===== src/rtl/bp_pkg.sv =====
// Shared types and constants for the agree-predictor update sequencer.
//   upd_entry_t    : one buffered commit-stage update as it sits in the FIFO
//   bp_state_e     : sequencer state (table sweep vs. normal drain)
//   PHT_WEAK_AGREE : counter value the PHT loads when pht_init_o is set
//   sw_width()     : sweep counter width, wide enough to cover the larger table
// The struct widths come from the package defaults; bp_update_ctrl takes its
// parameters from the same constants so the two always agree.
package bp_pkg;

  localparam int BP_INDEX_WIDTH   = 6;
  localparam int BP_HISTORY_WIDTH = 8;
  localparam int BP_TAG_WIDTH     = 30 - BP_INDEX_WIDTH;
  localparam int BP_FIFO_DEPTH    = 4;

  // Two-bit PHT counter encoding for "weakly agree".
  localparam logic [1:0] PHT_WEAK_AGREE = 2'b10;

  typedef enum logic {
    ST_SWEEP = 1'b0,
    ST_RUN   = 1'b1
  } bp_state_e;

  typedef struct packed {
    logic                        is_jmp;
    logic                        btb_hit;
    logic                        taken;
    logic                        bias;
    logic [BP_INDEX_WIDTH-1:0]   btb_index;
    logic [BP_HISTORY_WIDTH-1:0] pht_index;
    logic [BP_TAG_WIDTH-1:0]     tag;
    logic [31:0]                 target;
    logic [BP_HISTORY_WIDTH-1:0] ghr;
  } upd_entry_t;

  function automatic int sw_width(input int index_width, input int history_width);
    return (index_width > history_width) ? index_width : history_width;
  endfunction

endpackage


===== src/rtl/bp_update_ctrl_fifo.sv =====
// bp_upd_fifo: synchronous FIFO for buffered predictor updates.
//   clk_i            clock
//   clear_i          synchronous clear; empties the FIFO, wins over push/pop
//   push_i / wdata_i write a word (ignored when full unless popping too)
//   pop_i            advance the head (ignored when empty)
//   rdata_o          current head word, valid whenever empty_o is low
//   full_o / empty_o occupancy flags
// Pointers carry one extra wrap bit so full and empty are told apart without
// a separate counter. DEPTH must be a power of two, at least 2.
module bp_upd_fifo #(
  parameter int WIDTH = 8,
  parameter int DEPTH = 4
) (
  input  logic             clk_i,
  input  logic             clear_i,
  input  logic             push_i,
  input  logic [WIDTH-1:0] wdata_i,
  input  logic             pop_i,
  output logic [WIDTH-1:0] rdata_o,
  output logic             full_o,
  output logic             empty_o
);

  localparam int AW = $clog2(DEPTH);

  logic [WIDTH-1:0] mem [DEPTH];
  logic [AW:0]      wr_ptr;
  logic [AW:0]      rd_ptr;
  logic             do_push;
  logic             do_pop;

  assign empty_o = (wr_ptr == rd_ptr);
  assign full_o  = (wr_ptr[AW] != rd_ptr[AW]) && (wr_ptr[AW-1:0] == rd_ptr[AW-1:0]);
  assign do_pop  = pop_i && !empty_o;
  // A pop frees the head slot in the same edge, so push is legal when full.
  assign do_push = push_i && (!full_o || do_pop);
  assign rdata_o = mem[rd_ptr[AW-1:0]];

  always_ff @(posedge clk_i) begin
    if (clear_i) begin
      wr_ptr <= '0;
      rd_ptr <= '0;
    end else begin
      if (do_push) wr_ptr <= wr_ptr + 1'b1;
      if (do_pop)  rd_ptr <= rd_ptr + 1'b1;
    end
  end

  always_ff @(posedge clk_i) begin
    if (do_push && !clear_i) mem[wr_ptr[AW-1:0]] <= wdata_i;
  end

endmodule


===== src/rtl/bp_update_ctrl.sv =====
// bp_update_ctrl: owns every write-enable of the agree predictor (BTB, PHT,
// GHR). After reset or a flush request it sweeps all table entries to their
// invalid / weakly-agree state; otherwise it drains buffered commit updates
// at one table write per cycle.
//   clk_i, rst_i        clock, synchronous active-high reset
//   flush_req_i         one-cycle pulse: restart the sweep, drop queued updates
//   upd_*_i, upd_ready_o commit update channel
//   btb_*_o             BTB write port (btb_inv_o clears the valid bit)
//   pht_*_o             PHT write port (pht_init_o loads weakly-agree)
//   ghr_*_o             GHR shift / clear controls
//   busy_o              sweep in progress
//   flush_done_o        one-cycle pulse with the final sweep write
//   dbg_state_o         current sequencer state
//
// Update handshake: a transfer happens on a rising edge where upd_valid_i and
// upd_ready_o are both high. upd_ready_o depends only on FIFO fullness and
// flush_req_i, never on upd_valid_i. Non-jump updates complete the handshake
// but are not stored.
module bp_update_ctrl
  import bp_pkg::*;
#(
  parameter int INDEX_WIDTH   = BP_INDEX_WIDTH,
  parameter int HISTORY_WIDTH = BP_HISTORY_WIDTH,
  parameter int FIFO_DEPTH    = BP_FIFO_DEPTH
) (
  input  logic                      clk_i,
  input  logic                      rst_i,
  input  logic                      flush_req_i,
  input  logic                      upd_valid_i,
  output logic                      upd_ready_o,
  input  logic                      upd_is_jmp_i,
  input  logic                      upd_btb_hit_i,
  input  logic                      upd_taken_i,
  input  logic                      upd_bias_i,
  input  logic [INDEX_WIDTH-1:0]    upd_btb_index_i,
  input  logic [30-INDEX_WIDTH-1:0] upd_tag_i,
  input  logic [31:0]               upd_target_i,
  input  logic [HISTORY_WIDTH-1:0]  upd_pht_index_i,
  input  logic [HISTORY_WIDTH-1:0]  upd_ghr_i,
  output logic                      btb_wren_o,
  output logic                      btb_inv_o,
  output logic [INDEX_WIDTH-1:0]    btb_wr_index_o,
  output logic [30-INDEX_WIDTH-1:0] btb_wr_tag_o,
  output logic [31:0]               btb_wr_target_o,
  output logic                      btb_wr_bias_o,
  output logic                      pht_wren_o,
  output logic                      pht_init_o,
  output logic [HISTORY_WIDTH-1:0]  pht_wr_index_o,
  output logic                      pht_wr_agree_o,
  output logic                      ghr_update_en_o,
  output logic                      ghr_taken_o,
  output logic                      ghr_clear_o,
  output logic                      busy_o,
  output logic                      flush_done_o,
  output bp_state_e                 dbg_state_o
);

  localparam int SW = sw_width(INDEX_WIDTH, HISTORY_WIDTH);

  bp_state_e        state_q, state_d;
  logic [SW-1:0]    cnt_q, cnt_d;
  logic             clear_pend_q, clear_pend_d;
  logic             sweep_last;

  upd_entry_t       in_entry;
  upd_entry_t       head;
  logic [$bits(upd_entry_t)-1:0] fifo_rdata;
  logic             fifo_push, fifo_pop, fifo_clear, fifo_full, fifo_empty;

  assign in_entry = '{is_jmp:    upd_is_jmp_i,
                      btb_hit:   upd_btb_hit_i,
                      taken:     upd_taken_i,
                      bias:      upd_bias_i,
                      btb_index: upd_btb_index_i,
                      pht_index: upd_pht_index_i,
                      tag:       upd_tag_i,
                      target:    upd_target_i,
                      ghr:       upd_ghr_i};
  assign head = upd_entry_t'(fifo_rdata);

  assign fifo_push  = upd_valid_i && upd_ready_o && upd_is_jmp_i;
  assign fifo_clear = rst_i || flush_req_i;
  assign sweep_last = (state_q == ST_SWEEP) && (cnt_q == '1);
  assign dbg_state_o = state_q;

  bp_upd_fifo #(
    .WIDTH ($bits(upd_entry_t)),
    .DEPTH (FIFO_DEPTH)
  ) u_fifo (
    .clk_i   (clk_i),
    .clear_i (fifo_clear),
    .push_i  (fifo_push),
    .wdata_i (in_entry),
    .pop_i   (fifo_pop),
    .rdata_o (fifo_rdata),
    .full_o  (fifo_full),
    .empty_o (fifo_empty)
  );

  always_ff @(posedge clk_i) begin
    if (rst_i) begin
      state_q      <= ST_SWEEP;
      cnt_q        <= '0;
      clear_pend_q <= 1'b0;
    end else begin
      state_q      <= state_d;
      cnt_q        <= cnt_d;
      clear_pend_q <= clear_pend_d;
    end
  end

  // Next state. The counter wraps to 0 on the last sweep count, which is
  // exactly the value the next sweep needs.
  always_comb begin
    state_d      = state_q;
    cnt_d        = cnt_q;
    clear_pend_d = 1'b0;
    if (flush_req_i) begin
      state_d      = ST_SWEEP;
      cnt_d        = '0;
      clear_pend_d = 1'b1;
    end else if (state_q == ST_SWEEP) begin
      cnt_d = cnt_q + 1'b1;
      if (sweep_last) state_d = ST_RUN;
    end
  end

  // Outputs. Sweep and drain are mutually exclusive by state, so each table
  // sees at most one write per cycle. A flush only affects the next cycle,
  // which lets the pop already under way in the flush cycle finish.
  always_comb begin
    upd_ready_o     = 1'b0;
    btb_wren_o      = 1'b0;
    btb_inv_o       = 1'b0;
    btb_wr_index_o  = '0;
    btb_wr_tag_o    = '0;
    btb_wr_target_o = '0;
    btb_wr_bias_o   = 1'b0;
    pht_wren_o      = 1'b0;
    pht_init_o      = 1'b0;
    pht_wr_index_o  = '0;
    pht_wr_agree_o  = 1'b0;
    ghr_update_en_o = 1'b0;
    ghr_taken_o     = 1'b0;
    ghr_clear_o     = 1'b0;
    busy_o          = 1'b0;
    flush_done_o    = 1'b0;
    fifo_pop        = 1'b0;
    if (rst_i) begin
      ghr_clear_o = 1'b1;
    end else begin
      upd_ready_o = !fifo_full && !flush_req_i;
      ghr_clear_o = clear_pend_q;
      if (state_q == ST_SWEEP) begin
        busy_o = 1'b1;
        // Counter bits above a table's index width being zero means the
        // count is still inside that table.
        if ((cnt_q >> INDEX_WIDTH) == '0) begin
          btb_wren_o     = 1'b1;
          btb_inv_o      = 1'b1;
          btb_wr_index_o = cnt_q[INDEX_WIDTH-1:0];
        end
        if ((cnt_q >> HISTORY_WIDTH) == '0) begin
          pht_wren_o     = 1'b1;
          pht_init_o     = 1'b1;
          pht_wr_index_o = cnt_q[HISTORY_WIDTH-1:0];
        end
        // A flush on the last count restarts the sweep instead of ending it.
        flush_done_o = sweep_last && !flush_req_i;
      end else if (!fifo_empty && head.is_jmp) begin
        fifo_pop        = 1'b1;
        btb_wren_o      = !head.btb_hit;
        btb_wr_index_o  = head.btb_index;
        btb_wr_tag_o    = head.tag;
        btb_wr_target_o = head.target;
        btb_wr_bias_o   = head.taken;
        pht_wren_o      = 1'b1;
        pht_wr_index_o  = head.pht_index ^ head.ghr;
        pht_wr_agree_o  = !(head.taken ^ head.bias);
        ghr_update_en_o = 1'b1;
        ghr_taken_o     = head.taken;
      end
    end
  end

endmodule

===== config.mk =====
export PLATFORM = sky130hd
export DESIGN_NAME = bp_update_ctrl
export DESIGN_NICKNAME = d
export VERILOG_FILES = /design/src/rtl/bp_pkg.sv /design/src/rtl/bp_update_ctrl_fifo.sv /design/src/rtl/bp_update_ctrl.sv
export SDC_FILE = /design/constraint.sdc
export NUM_CORES = 1
export LEC_CHECK = 0
export CORE_MARGIN = 2
export CORE_UTILIZATION = 40
export DETAILED_ROUTE_END_ITERATION = 8
export HOLD_SLACK_MARGIN = 0.12
export PLACE_DENSITY_LB_ADDON = 0.08
export SLEW_MARGIN = 10
export SYNTH_ARGS = -nofsm -noshare
export SYNTH_HDL_FRONTEND = slang
export SYNTH_SLANG_ARGS = --single-unit

===== constraint.sdc =====
create_clock -name clk_i -period 5.6 [get_ports clk_i]
set_clock_uncertainty 0.05 [all_clocks]
set_input_delay 0.84 -clock clk_i [delete_from_list [all_inputs] [get_ports clk_i]]
set_output_delay 0.84 -clock clk_i [all_outputs]
set_load 0.1 [all_outputs]

* Yosys cells after proc, flatten, opt, wreduce, memory -nomap -nowiden
Memories as Yosys holds them, arrays and structs flattened. A register that Yosys moved wholly into a read port is not among the register bits.
Cells that the tools add are included.
Widths: inputs -> output; s select.
** Storage, ports and cells
- Register bits after elaboration :: 16
- Memory bits (writable) :: 328
- Bits of input ports :: 86
- Output and inout bits :: 83
- Word-level logic and storage cells :: 79
- Memories kept :: 1
** Operators by class
- Add/subtract/negate cells :: 3
- Equal/unequal tests :: 4
- Muxes and demuxes :: 43
- Bitwise operators :: 3
- Reduce and logical (&&, ||, !) cells :: 20
** Memory list
- u_fifo.mem :: depth 4, bits a word 82, rd ports 1, clocked after Yosys merged registers in 1, write ports 1, line bp_update_ctrl_fifo.sv:26 : logic [WIDTH-1:0] mem [DEPTH];
** Operator list (count)
- $mux 32 :: 3
- $mux 24 :: 3
- $mux 1 :: 28
- $mux 6 :: 4
- $mux 8 :: 3
- $logic_and 1x1->1 :: 10
- $add 8x1->8 const B :: 1
- $eq 8x8->1 const B :: 1
- $logic_not 8->1 :: 1
- $xor 8x8->8 :: 1
- $add 3x1->3 const B :: 2
- $logic_not 1->1 :: 6
- $mux 2 :: 2
- $eq 3x3->1 :: 1
- $eq 2x2->1 :: 1
- $logic_or 1x1->1 :: 2
- $reduce_or 2->1 :: 1
- $ne 1x1->1 :: 1
- $not 1->1 :: 1
- $xor 1x1->1 :: 1

* Longest topological paths before layout
Gate-level depths: netlist of run 1.
- Depth after elaboration :: 12
- Mapped depth :: 7
- Mapped depth without buffers :: 4

* By module
A second synthesis of run 1 with hierarchy kept.
** Unflattened totals
- Cells, all modules :: 657
- Area, all modules :: 13621.8 sq um
** Modules (own cells, without submodules)
- bp_upd_fifo :: instances 1, cells an instance 488, area each 12359.4 sq um, seq. area each 10009.6 sq um
- bp_update_ctrl :: instances 1, cells an instance 169, area each 1262.5 sq um, seq. area each 200.2 sq um

* Worst setup path after synthesis of run 1
No wires, ideal clock.
- Path type :: register to output
- Start :: reg state_q (netlist: dbg_state_o)
- End :: out btb_wr_index_o[5]
- Arrival time :: 5.213 ns
- Required time :: 4.710 ns
- Setup slack :: -0.503 ns
- Cell stages (with the launch flop) :: 5
- Buffers on the path :: 1
- Cell sequence :: dfxtp_1 -> clkbuf_1 -> nor4_1 -> nand2_1 -> o21ai_0
** On the way
- Word-level cells in the longest chain between the ends :: 2
** Ends and longest elaborated chain
- start: declaration :: line bp_update_ctrl.sv:60 : bp_state_e state_q, state_d;
- start signal: assignment :: line bp_update_ctrl.sv:106 : state_q <= state_d;
- $mux 6 :: line bp_update_ctrl.sv:154 : if (state_q == ST_SWEEP) begin
- $mux 6 :: line bp_update_ctrl.sv:149 : if (rst_i) begin
- end: declaration :: line bp_update_ctrl.sv:42 : output logic [INDEX_WIDTH-1:0] btb_wr_index_o,
No other way between the ends.

* Worst setup path in the final report of run 1
- Start :: reg u_fifo.wr_ptr[0]
- End :: out pht_wr_index_o[3]
** On the way
- Word-level cells in the longest chain between the ends :: 6
** Ends and longest elaborated chain
- start: declaration :: line bp_update_ctrl_fifo.sv:27 : logic [AW:0] wr_ptr;
- start signal: assignment :: line bp_update_ctrl_fifo.sv:44 : if (do_push) wr_ptr <= wr_ptr + 1'b1;
- $eq 3x3->1 :: line bp_update_ctrl_fifo.sv:32 : assign empty_o = (wr_ptr == rd_ptr);
- $logic_not 1->1 :: line bp_update_ctrl.sv:170 : end else if (!fifo_empty && head.is_jmp) begin
- $logic_and 1x1->1 :: line bp_update_ctrl.sv:170
- $mux 8 :: line bp_update_ctrl.sv:170
- $mux 8 :: line bp_update_ctrl.sv:154
- $mux 8 :: line bp_update_ctrl.sv:149
- end: declaration :: line bp_update_ctrl.sv:48 : output logic [HISTORY_WIDTH-1:0] pht_wr_index_o,
No other way between the ends.

==> impl_results.rst, run 1 <==
.. list-table::
   :header-rows: 1

   * - Metric
     - Value
   * - Fraction of the yosys area taken by sequential cells
     - 76.2%
   * - Number of warnings reported in the yosys synthesis log
     - 0
   * - Area of the mapped netlist
     - 13,400 um^2
   * - Number of post-CTS setup repair buffers
     - 0
   * - Classification of the worst-slack hold path
     - reg2reg
   * - Worst Tran Pin Value
     - 0.977 ns
   * - Number of enable flip-flop cells after synthesis
     - 328
   * - Worst setup SP type
     - register
   * - Category of the most critical setup path
     - reg2out
   * - Latest clock arrival within the worst-skew pair
     - 0.51 ns
   * - Final critical-path share of the clock period
     - 77.8%
   * - Total wire length
     - 27,900 um
   * - Share of layout cells above drive strength 1
     - 25.1%
   * - Max_slew headroom
     - 34.7%
   * - Buffer cell driving the clock tree root
     - sky130_fd_sc_hd__clkbuf_16
   * - Number of clock sinks seen by CTS
     - 346
   * - Post-synth ARST share
     - 0%
   * - Antenna-violating nets left
     - 0
   * - Final worst path period need
     - 4.36 ns
   * - Number of input and output port buffers inserted
     - 168
   * - Number of global-route vias before repair
     - 7,228
   * - Detailed-route wire length per cell
     - 21.0 um
   * - Number of violations of the max-capacitance limit
     - 0
   * - P&R area growth vs syn
     - 23.9%
   * - Horizontal die dimension
     - 187 um
   * - Net Count, Synth
     - 754
   * - Buffers from clock root to sink, at most
     - 3
   * - Post-synthesis share of cell area spent on and, or, nand and nor gates
     - 5.18%
   * - Detailed-route DRC error count
     - 0
   * - First-pass GRT wire length
     - 43,000 um
   * - Worst Setup End Kind
     - output pin
   * - Setup Viol. Count Final
     - 0
   * - Total I/O pin count
     - 169
   * - F_max
     - 0.230 GHz
   * - Total number of nets in the final design
     - 944
   * - IR Drop Worst-Case VDD
     - 0.172 mV
   * - Leakage Power
     - 5.32 nW
   * - Gpl congestion
     - 0.780
   * - Post-synthesis share of cell area spent on xor and xnor gates
     - 2.81%
   * - Main combinational cell family by area after synthesis
     - multiplexers
   * - CP Data Arrival Time
     - 3.47 ns
   * - Run status
     - finished, final reports clean
   * - RSZ-0062 raised after global routing
     - false
   * - Arithmetic-cell share of the synthesized area counting full adders, half adders and majority gates
     - 0.560%
   * - Final Util
     - 49.9%
   * - Routed via count
     - 6,682
   * - Number of hold buffers added after cts
     - 0
   * - Average via count per standard cell
     - 5.03
   * - Pin count of the biggest net entering global routing
     - 68
   * - Overall die area
     - 35,000 um^2
   * - Cts repair resizes
     - 0
   * - Required @ worst endpoint
     - 4.71 ns
   * - Number of violations reported at the end of detailed-routing iteration 0
     - 443
   * - Maximum level of the CTS H-tree
     - 2
   * - Share of cell area taken by muxes after synthesis
     - 12.4%
   * - Global-route congestion overflow total
     - 0
   * - Number of detailed-routing iterations run before antenna repair
     - 4
   * - DP HPWL
     - 16,400 um
   * - Core area
     - 33,300 um^2
   * - TritonCTS clock tree
     - yes
   * - Distinct cells, synth
     - 39
   * - Gate count after technology mapping
     - 662
   * - Top FF cell, synth
     - sky130_fd_sc_hd__edfxtp_1
   * - Overall global routing resource usage
     - 16.2%
   * - Total negative slack for setup checks
     - 0 ns
   * - Power Density
     - 323 nW/um^2
   * - Syn Area/Cell
     - 20.2 um^2
   * - Setup slack, reg-to-reg
     - 2.73 ns
   * - Max-slew violations
     - 0
   * - Number of placement rows
     - 67
   * - Die outline height
     - 187 um
   * - Seq cells post-synth
     - 346
   * - Antenna violations before repair
     - 2
   * - CTS clock-pin slew for the worst setup and hold paths
     - 0.06 ns
   * - Total CTS buffers
     - 39
   * - Final hold viol count
     - 0
   * - Synth Area in Compound Gates
     - 1.45%
   * - Initial Util
     - 40.3%
   * - Peak fanout along the critical path
     - 67
==> registers in the layout (all words and copies together) (netlist names), named ones only <==
signal	count
clear_pend_q	1
cnt_q	8
dbg_state_o	1
u_fifo.mem	328
u_fifo.rd_ptr	3
u_fifo.wr_ptr	3
==> path summary, 6_finish.rpt <==
check / start / to / cells after the start
max: u_fifo.wr_ptr[0] / pht_wr_index_o[3] / 5
min reg2reg: cnt_q[0] / cnt_q[0] / 2
min: cnt_q[0] / cnt_q[0] / 2
max reg2reg: u_fifo.wr_ptr[0] / u_fifo.mem[1][50] / 4
==> Yosys cell counts (2+ instances only) <==
cell | instances | area, um^2
sky130_fd_sc_hd__or2_2 | 2 | 12.5
sky130_fd_sc_hd__buf_2 | 12 | 60.1
sky130_fd_sc_hd__and2_1 | 4 | 25.0
sky130_fd_sc_hd__o21ai_0 | 11 | 55.1
sky130_fd_sc_hd__nand2b_1 | 2 | 12.5
sky130_fd_sc_hd__xor2_1 | 8 | 70.1
sky130_fd_sc_hd__a22oi_1 | 2 | 15.0
sky130_fd_sc_hd__mux2i_1 | 4 | 40.0
sky130_fd_sc_hd__inv_1 | 6 | 22.5
sky130_fd_sc_hd__nor2b_1 | 64 | 400
sky130_fd_sc_hd__nand3_1 | 8 | 40.0
sky130_fd_sc_hd__xnor2_1 | 35 | 307
sky130_fd_sc_hd__clkbuf_1 | 12 | 45.0
sky130_fd_sc_hd__nand2_1 | 13 | 48.8
sky130_fd_sc_hd__nor3_1 | 7 | 35.0
sky130_fd_sc_hd__o31ai_1 | 3 | 22.5
sky130_fd_sc_hd__mux4_2 | 72 | 1620
sky130_fd_sc_hd__ha_1 | 6 | 75.1
sky130_fd_sc_hd__edfxtp_1 | 328 | 9850
sky130_fd_sc_hd__dfxtp_1 | 18 | 360
sky130_fd_sc_hd__nor2_1 | 14 | 52.6
sky130_fd_sc_hd__a21oi_1 | 7 | 35.0
sky130_fd_sc_hd__and3_1 | 2 | 12.5
sky130_fd_sc_hd__buf_6 | 3 | 33.8
sky130_fd_sc_hd__buf_4 | 3 | 22.5
sky130_fd_sc_hd__or3_1 | 3 | 18.8
==> cell usage in the layout, fill, tap and decap left out, drive strengths merged, types with 13 or more instances in the layout <==
| cell type | n |
|---|---|
| edfxtp | 328 |
| clkdlybuf4s50 | 94 |
| buf | 86 |
| mux4 | 72 |
| nor2b | 64 |
| clkbuf | 47 |
| xnor2 | 35 |
| dfxtp | 18 |
| clkinv | 18 |
| nor2 | 14 |
| nand2 | 13 |
==> logic make-up (layout without fill, tap and decap cells) <==
kind of cell	after synthesis	in the layout
buf+inv	37	254
fa+ha+maj	6	6
compound gates	30	30
simple gates	124	124
xor+xnor	43	43
flops	346	346
mux	76	76
other cells	0	1
==> metrics by stage <==
step	cells	setup slack, ns	total power, mW	hold WS, ns	instance area, um^2
finish	1328	1.24	5.36	0.489	16600
global route	1327	0.931	5.54	0.520	16600
CTS	1327	1.16	5.43	0.492	16600
detailed placement	1259	1.45	3.06	0.484	15400
global placement	1259	1.49	3.05	0.455	15400
floorplan	662	0.647	2.96	0.430	13400
==> critical path, cell delays in order, from the launching register on <==
cell                       delay [ns]
sky130_fd_sc_hd__dfxtp_1         0.44
sky130_fd_sc_hd__xor2_1          0.18
sky130_fd_sc_hd__o311ai_2        0.76
sky130_fd_sc_hd__or2_4           0.89
sky130_fd_sc_hd__o21ai_0         0.35
sky130_fd_sc_hd__buf_4           0.32
==> where the power goes <==
| part | internal, mW | total [mW] | switching [mW] |
|---|---|---|---|
| sequential | 2.84 | 2.85 | 0.00395 |
| clock | 1.42 | 2.36 | 0.941 |
| combinational | 0.0750 | 0.157 | 0.0822 |
==> area by class of cell <==
type,count,area (um^2)
fill,2767,16700
sequential,346,10200
multi-input combinational,279,3020
timing repair buffer,180,1590
clock buffer,47,1050
tap,448,561
clock inverter,21,145
inverter,6,22.5
antenna,1,2.50
==> per-layer routing <==
| metal | global-route usage (%) | wire length, um |
|---|---|---|
| met4 | 3.82 | 468 |
| met3 | 3.51 | 1410 |
| met2 | 26.7 | 13600 |
| met5 | 0 | 13 |
| met1 | 22.0 | 12300 |
Power figures use the tool's default switching activity.
==> inputs of run 2 (changes only) <==
Clock period 5.6 ns to 3.7 ns, I/O delays scaled along.
==> run 2 against run 1 <==
Worst hold slack lost 0.012 ns. Sequential power grew 51%. Clock power grew 39%. Setup slack lost 0.83 ns. Combinational power grew 64%. Register-to-register slack lost 1.4 ns. Power grew 46%. Non-clock buffer count grew 13. Largest cell class unchanged.
==> impl_results.rst, run 2 (synthesis gave the netlist of run 1 again) <==
.. list-table::
   :header-rows: 1

   * - Metric
     - Value
   * - Run status
     - finished, final reports clean (unchanged)
   * - Final hold viol count
     - 0 (unchanged)
   * - Worst Tran Pin Value
     - 0.639 ns (was 0.977 ns)
   * - CTS clock-pin slew for the worst setup and hold paths
     - 0.06 ns (about the same)
   * - Category of the most critical setup path
     - reg2out (unchanged)
   * - Number of hold buffers added after cts
     - 0 (unchanged)
   * - Required @ worst endpoint
     - 3.09 ns (was 4.71 ns)
   * - Overall global routing resource usage
     - 16.2% (about the same)
   * - Initial Util
     - 40.3% (unchanged)
   * - IR Drop Worst-Case VDD
     - 0.278 mV (was 0.172 mV)
   * - Routed via count
     - 6,656 (was 6,682)
   * - Final worst path period need
     - 3.29 ns
   * - F_max
     - 0.304 GHz
   * - Non-filler instance count after layout
     - 1,335 (was 1,328)
   * - Number of global-route vias before repair
     - 7,230 (was 7,228)
   * - Number of violations of the max-capacitance limit
     - 0 (unchanged)
   * - Global-route congestion overflow total
     - 0 (unchanged)
   * - Detailed-route DRC error count
     - 0 (unchanged)
   * - Max_slew headroom
     - 57.4% (was 34.7%)
   * - Minimum hold slack
     - 0.477 ns (was 0.489 ns)
   * - Number of clock sinks seen by CTS
     - 346 (unchanged)
   * - P&R area growth vs syn
     - 33.3% (was 23.9%)
   * - Die outline height
     - 187 um (unchanged)
   * - Final Util
     - 53.7% (was 49.9%)
   * - Peak fanout along the critical path
     - 26 (was 67)
   * - Final critical-path share of the clock period
     - 88.9%
   * - Largest stage delay, worst path
     - 0.54 ns (was 0.89 ns)
   * - Crit-path cells
     - mux4_2 > o311ai_2 > or2_4 > buf_4 > nor2b_2 > buf_12 (was xor2_1 > o311ai_2 > or2_4 > o21ai_0 > buf_4)
   * - Total CTS buffers
     - 37 (was 39)
   * - RSZ-0062 raised after global routing
     - false (unchanged)
   * - Worst setup SP type
     - register (unchanged)
   * - Cts repair resizes
     - 0 (unchanged)
   * - Antenna violations before repair
     - 2 (unchanged)
   * - Buffer cell driving the clock tree root
     - sky130_fd_sc_hd__clkbuf_16 (unchanged)
   * - Horizontal die dimension
     - 187 um (unchanged)
   * - Classification of the worst-slack hold path
     - reg2reg (unchanged)
   * - Commonest cells after routing, fill and taps aside
     - 328 x sky130_fd_sc_hd__edfxtp_1, 90 x sky130_fd_sc_hd__buf_12, 85 x sky130_fd_sc_hd__clkdlybuf4s50_1 (was 328 x sky130_fd_sc_hd__edfxtp_1, 94 x sky130_fd_sc_hd__clkdlybuf4s50_1, 86 x sky130_fd_sc_hd__buf_4)
   * - Average via count per standard cell
     - 4.99 (was 5.03)
   * - Cell family contributing the most delay on the critical path
     - simple AND/OR/NAND/NOR gates (was compound AO/OA/AOI/OAI gates)
   * - Slowest stage cell, crit path
     - sky130_fd_sc_hd__mux4_2 (was sky130_fd_sc_hd__or2_4)
   * - Gpl congestion
     - 0.742 (was 0.780)
   * - Instance count after placement with tap cells included
     - 1,272 (was 1,259)
   * - Max reg flops
     - 328 (unchanged)
   * - Antenna-violating nets left
     - 0 (unchanged)
   * - Power Density
     - 440 nW/um^2 (was 323 nW/um^2)
   * - Sum of buffers and inverters on the critical path
     - 2 (was 1)
   * - Pin count of the biggest net entering global routing
     - 77 (was 68)
   * - Latest clock arrival within the worst-skew pair
     - 0.50 ns (was 0.51 ns)
   * - Overall die area
     - 35,000 um^2 (unchanged)
   * - Share of layout cells above drive strength 1
     - 33.9% (was 25.1%)
   * - Leakage Power
     - 5.66 nW (was 5.32 nW)
   * - Total I/O pin count
     - 169 (unchanged)
   * - Core area
     - 33,300 um^2 (unchanged)
   * - Number of input and output port buffers inserted
     - 168 (unchanged)
   * - Number of post-CTS setup repair buffers
     - 0 (unchanged)
   * - First-pass GRT wire length
     - 43,200 um (was 43,000 um)
   * - Detailed-route wire length per cell
     - 20.9 um (was 21.0 um)
   * - Most common library cell in the layout ignoring fill and taps
     - sky130_fd_sc_hd__edfxtp_1 (unchanged)
   * - Total design power
     - 7.85 mW (was 5.36 mW)
   * - Number of placement rows
     - 67 (unchanged)
   * - Max-slew violations
     - 0 (unchanged)
   * - Number of violations reported at the end of detailed-routing iteration 0
     - 392 (was 443)
   * - Total wire length
     - 27,900 um (about the same)
   * - Worst Setup Slack post-DPL
     - 0.721 ns (was 1.45 ns)
   * - Worst Setup End Kind
     - output pin (unchanged)
   * - Total number of nets in the final design
     - 955 (was 944)
   * - DP HPWL
     - 18,100 um (was 16,400 um)
   * - Setup Viol. Count Final
     - 0 (unchanged)
   * - TritonCTS clock tree
     - yes (unchanged)
   * - CP Data Arrival Time
     - 2.68 ns (was 3.47 ns)
   * - Number of detailed-routing iterations run before antenna repair
     - 4 (unchanged)
   * - Maximum level of the CTS H-tree
     - 2 (unchanged)
   * - Worst Setup Slack, final
     - 0.412 ns (was 1.24 ns)
   * - Buffers from clock root to sink, at most
     - 3 (unchanged)
run 2: cell types whose count changed in the layout (fill, tap and decap cells not counted), moves of 4 or more:
| cell | delta |
|---|---|
| sky130_fd_sc_hd__clkdlybuf4s50_1 | -9 |
| sky130_fd_sc_hd__o21ai_1 | +7 |
| sky130_fd_sc_hd__clkbuf_1 | +4 |
| sky130_fd_sc_hd__clkinv_1 | -5 |
| sky130_fd_sc_hd__nor2b_1 | -57 |
| sky130_fd_sc_hd__nor2b_2 | +56 |
| sky130_fd_sc_hd__buf_4 | -68 |
| sky130_fd_sc_hd__buf_12 | +90 |
| sky130_fd_sc_hd__clkbuf_16 | -4 |
| sky130_fd_sc_hd__o21ai_0 | -7 |
run 2: metal layers:
layer  vias up  part of all wire, %  track usage [%]
li1       3030                    -                -
met1      3399                   44             22.2
met2       175                   49             26.5
met3        48                  5.4             3.70
met4         4                  1.8             3.79
met5         -                0.090                0
run 2: layout make-up:
class | instances | area (um^2)
clock inverter | 15 | 109
tap | 448 | 561
clock buffer | 47 | 963
fill | 2619 | 15400
inverter | 6 | 22.5
sequential | 346 | 10200
timing repair buffer | 193 | 2790
multi-input combinational | 279 | 3200
antenna | 1 | 2.50
run 2: worst min-delay path, cell delays in order, from the launching register on:
cell                      delay [ns]
sky130_fd_sc_hd__dfxtp_1        0.34
sky130_fd_sc_hd__o21ai_0        0.08
sky130_fd_sc_hd__a21oi_1        0.06
run 2: report_power, final:
part           switching [mW]  internal (mW)
Combinational           0.131          0.127
Sequential            0.00588           4.30
Clock                    1.38           1.91
Total                    1.51           6.34
run 2: stage by stage:
stage | setup TNS, ns | instance area, um^2
6_report | 0 | 17900
5_1_grt | 0 | 17900
4_1_cts | 0 | 17900
3_5_place_dp | 0 | 16800
3_3_place_gp | 0 | 16800
2_1_floorplan | -6.12 | 13600
run 2: path summary, 6_finish.rpt:
kind              slack, ns                  to             start  depth (start not counted)
setup reg to reg       1.32   u_fifo.mem[1][18]  u_fifo.wr_ptr[0]                          4
setup / recovery       0.41  btb_wr_target_o[8]          register                          6
hold reg to reg        0.48            cnt_q[5]          cnt_q[5]                          2
hold / removal         0.48            cnt_q[5]          cnt_q[5]                          2
==> patch, RTL diff (config.mk and constraints of run 2) <==
The package constant `BP_FIFO_DEPTH` goes from 4 to 8.
--- a/src/rtl/bp_pkg.sv
+++ b/src/rtl/bp_pkg.sv
@@ -11,5 +11,5 @@
   localparam int BP_HISTORY_WIDTH = 8;
   localparam int BP_TAG_WIDTH     = 30 - BP_INDEX_WIDTH;
-  localparam int BP_FIFO_DEPTH    = 4;
+  localparam int BP_FIFO_DEPTH    = 8;
 
   // Two-bit PHT counter encoding for "weakly agree".
Formal check against the unedited RTL: not equivalent (a bounded check fails within 10 cycles, from zero or initial values and one cycle with rst_i high).
==> patch against run 2 <==
- power is 100% higher
- worst setup slack worse by 220 ps
- via count is 80% higher
- design area is 82% higher
- first-iteration DRC count is 73% higher
- sequential cell count is 331 higher
- combinational power is 29% higher
- register-to-register slack worse by 310 ps
- synthesized cell count is 83% higher
- die area is 92% higher
- routed wire length is 94% higher
- area after synthesis is 94% higher
- sequential share of layout area is 4.7 points higher
- largest cell class unchanged
- largest power group unchanged
==> patch: results (changes against run 2) <==
Worst setup path
  • R2R depth: 6 (was 4)
  • CP Max Fanout: 41 (was 26)
  • Worst flop-to-flop path endpoint: u_fifo.mem[3][31] (was u_fifo.mem[1][18])
  • CP arrival: 2900 ps (was 2680 ps)
  • Worst Setup EP: btb_wr_target_o[6] (was btb_wr_target_o[8])

GRT
  • Largest net degree at the start of global routing: 83 (was 77)
  • Vias in the first global route: 12.9k (was 7,230)
  • GRT Total Usage: 16.4% (was 16.2%)

Logic synthesis
  • EDFF count, synth: 656 (was 328)
  • Synth unique cells: 41 (was 39)
  • Commonest cells in the netlist: edfxtp_1 (656), mux4_2 (148), nor2_1 (81) (was edfxtp_1 (328), mux4_2 (72), nor2b_1 (64))
  • Net Count, Synth: 1,302 (was 754)

Routing
  • Initial DRC Count: 680 (was 392)
  • DR vias: 12.0k (was 6,656)
  • WL per Instance: 23.0 µm (was 20.9 µm)

Outcome
  • Outcome: complete, no violations (unchanged)

Clock tree
  • Clk_lat worst skew: 580 ps (was 500 ps)
  • H-tree Lvls: 3 (was 2)
  • Number of CTS-inserted buffers: 72 (was 37)

Final layout
  • Nets: 1,529 (was 955)
  • Fraction of layout cells with a size suffix above 1: 31.4% (was 33.9%)

Power and ir drop
  • P_leak: 9.91 nW (was 5.66 nW)
  • VDD IR max: 331 µV (was 278 µV)

Timing
  • Worst-Margin Slew: 722 ps (was 639 ps)

Place
  • Placement-stage cell area: 30,200 µm² (was 16,800 µm²)
[patch: changes by cell type after synthesis, sizes merged, moves of 5 or more]
cell and delta:
a211oi +5, a21oi +8, and2 -5, buf +29, edfxtp +328, mux2i +68
mux4 +76, nand2 +9, nor2 +67, nor2b -61, xor2 +27
[patch: where the power goes]
part           internal (mW)  switching (mW)
Clock                   4.19            2.80
Sequential              8.42         0.00842
Combinational          0.134           0.198
Total                   12.7            3.01
[patch: worst min path at each step]
stage	slack (ps)	start	cells past startpoint	to
3_5_place_dp	450	u_fifo.wr_ptr[3]	1	u_fifo.wr_ptr[3]
3_3_place_gp	460	u_fifo.rd_ptr[3]	2	u_fifo.rd_ptr[3]
2_1_floorplan	420	u_fifo.wr_ptr[3]	1	u_fifo.wr_ptr[3]
4_1_cts	470	u_fifo.wr_ptr[3]	1	u_fifo.wr_ptr[3]
5_1_grt	480	u_fifo.wr_ptr[3]	1	u_fifo.wr_ptr[3]
6_report	470	u_fifo.wr_ptr[3]	1	u_fifo.wr_ptr[3]
[patch: kinds of logic (layout without fill, tap and decap cells)]
family / Yosys count / in the layout / share of synthesized area, %
AOI/OAI and AO/OA: 37 / 37 / 0.871
xor gates and xnor gates: 71 / 71 / 2.39
adders and majority gates: 3 / 3 / 0.144
buffers and inverters: 65 / 345 / 1.25
DFF: 677 / 677 / 77.3
muxes: 223 / 223 / 15.7
and+or+nand+nor: 137 / 137 / 2.30
[patch: critical path: stages (launching register included)]
cell,delay [ps]
dfxtp_4,520
buf_12,350
buf_12,290
mux4_2,530
mux2i_1,330
nor2_2,90
buf_12,180
[patch: per-layer routing]
| metal | GRT usage (%) | wire length, µm | share of wire [%] |
|---|---|---|---|
| met2 | 27.9 | 27600 | 51 |
| met5 | 0 | 25 | 0.046 |
| met4 | 5.06 | 1040 | 1.9 |
| met3 | 3.05 | 2060 | 3.8 |
| met1 | 21.6 | 23200 | 43 |
[patch: layout make-up]
type / instances / area [µm²]
Tap cell: 855 / 1070
Multi-Input combinational cell: 471 / 5920
Timing Repair Buffer: 214 / 3080
Inverter: 4 / 18.8
Clock buffer: 88 / 1930
Sequential cell: 677 / 20100
Fill cell: 5212 / 31800
Clock inverter: 39 / 378
[patch: stage by stage]
stage               setup slack [ps]  cells
detailed placement               406   2221
global route                    8.25   2348
floorplan                      -1600   1213
finish                           196   2348
global placement                 414   2221
CTS                             3.94   2348
[patch: timing repair]
| action | in CTS | in global routing |
|---|---|---|
| gates resized for setup | 2 | 1 |
| gates cloned | 0 | 0 |
| setup endpoints to repair | 16 | 43 |
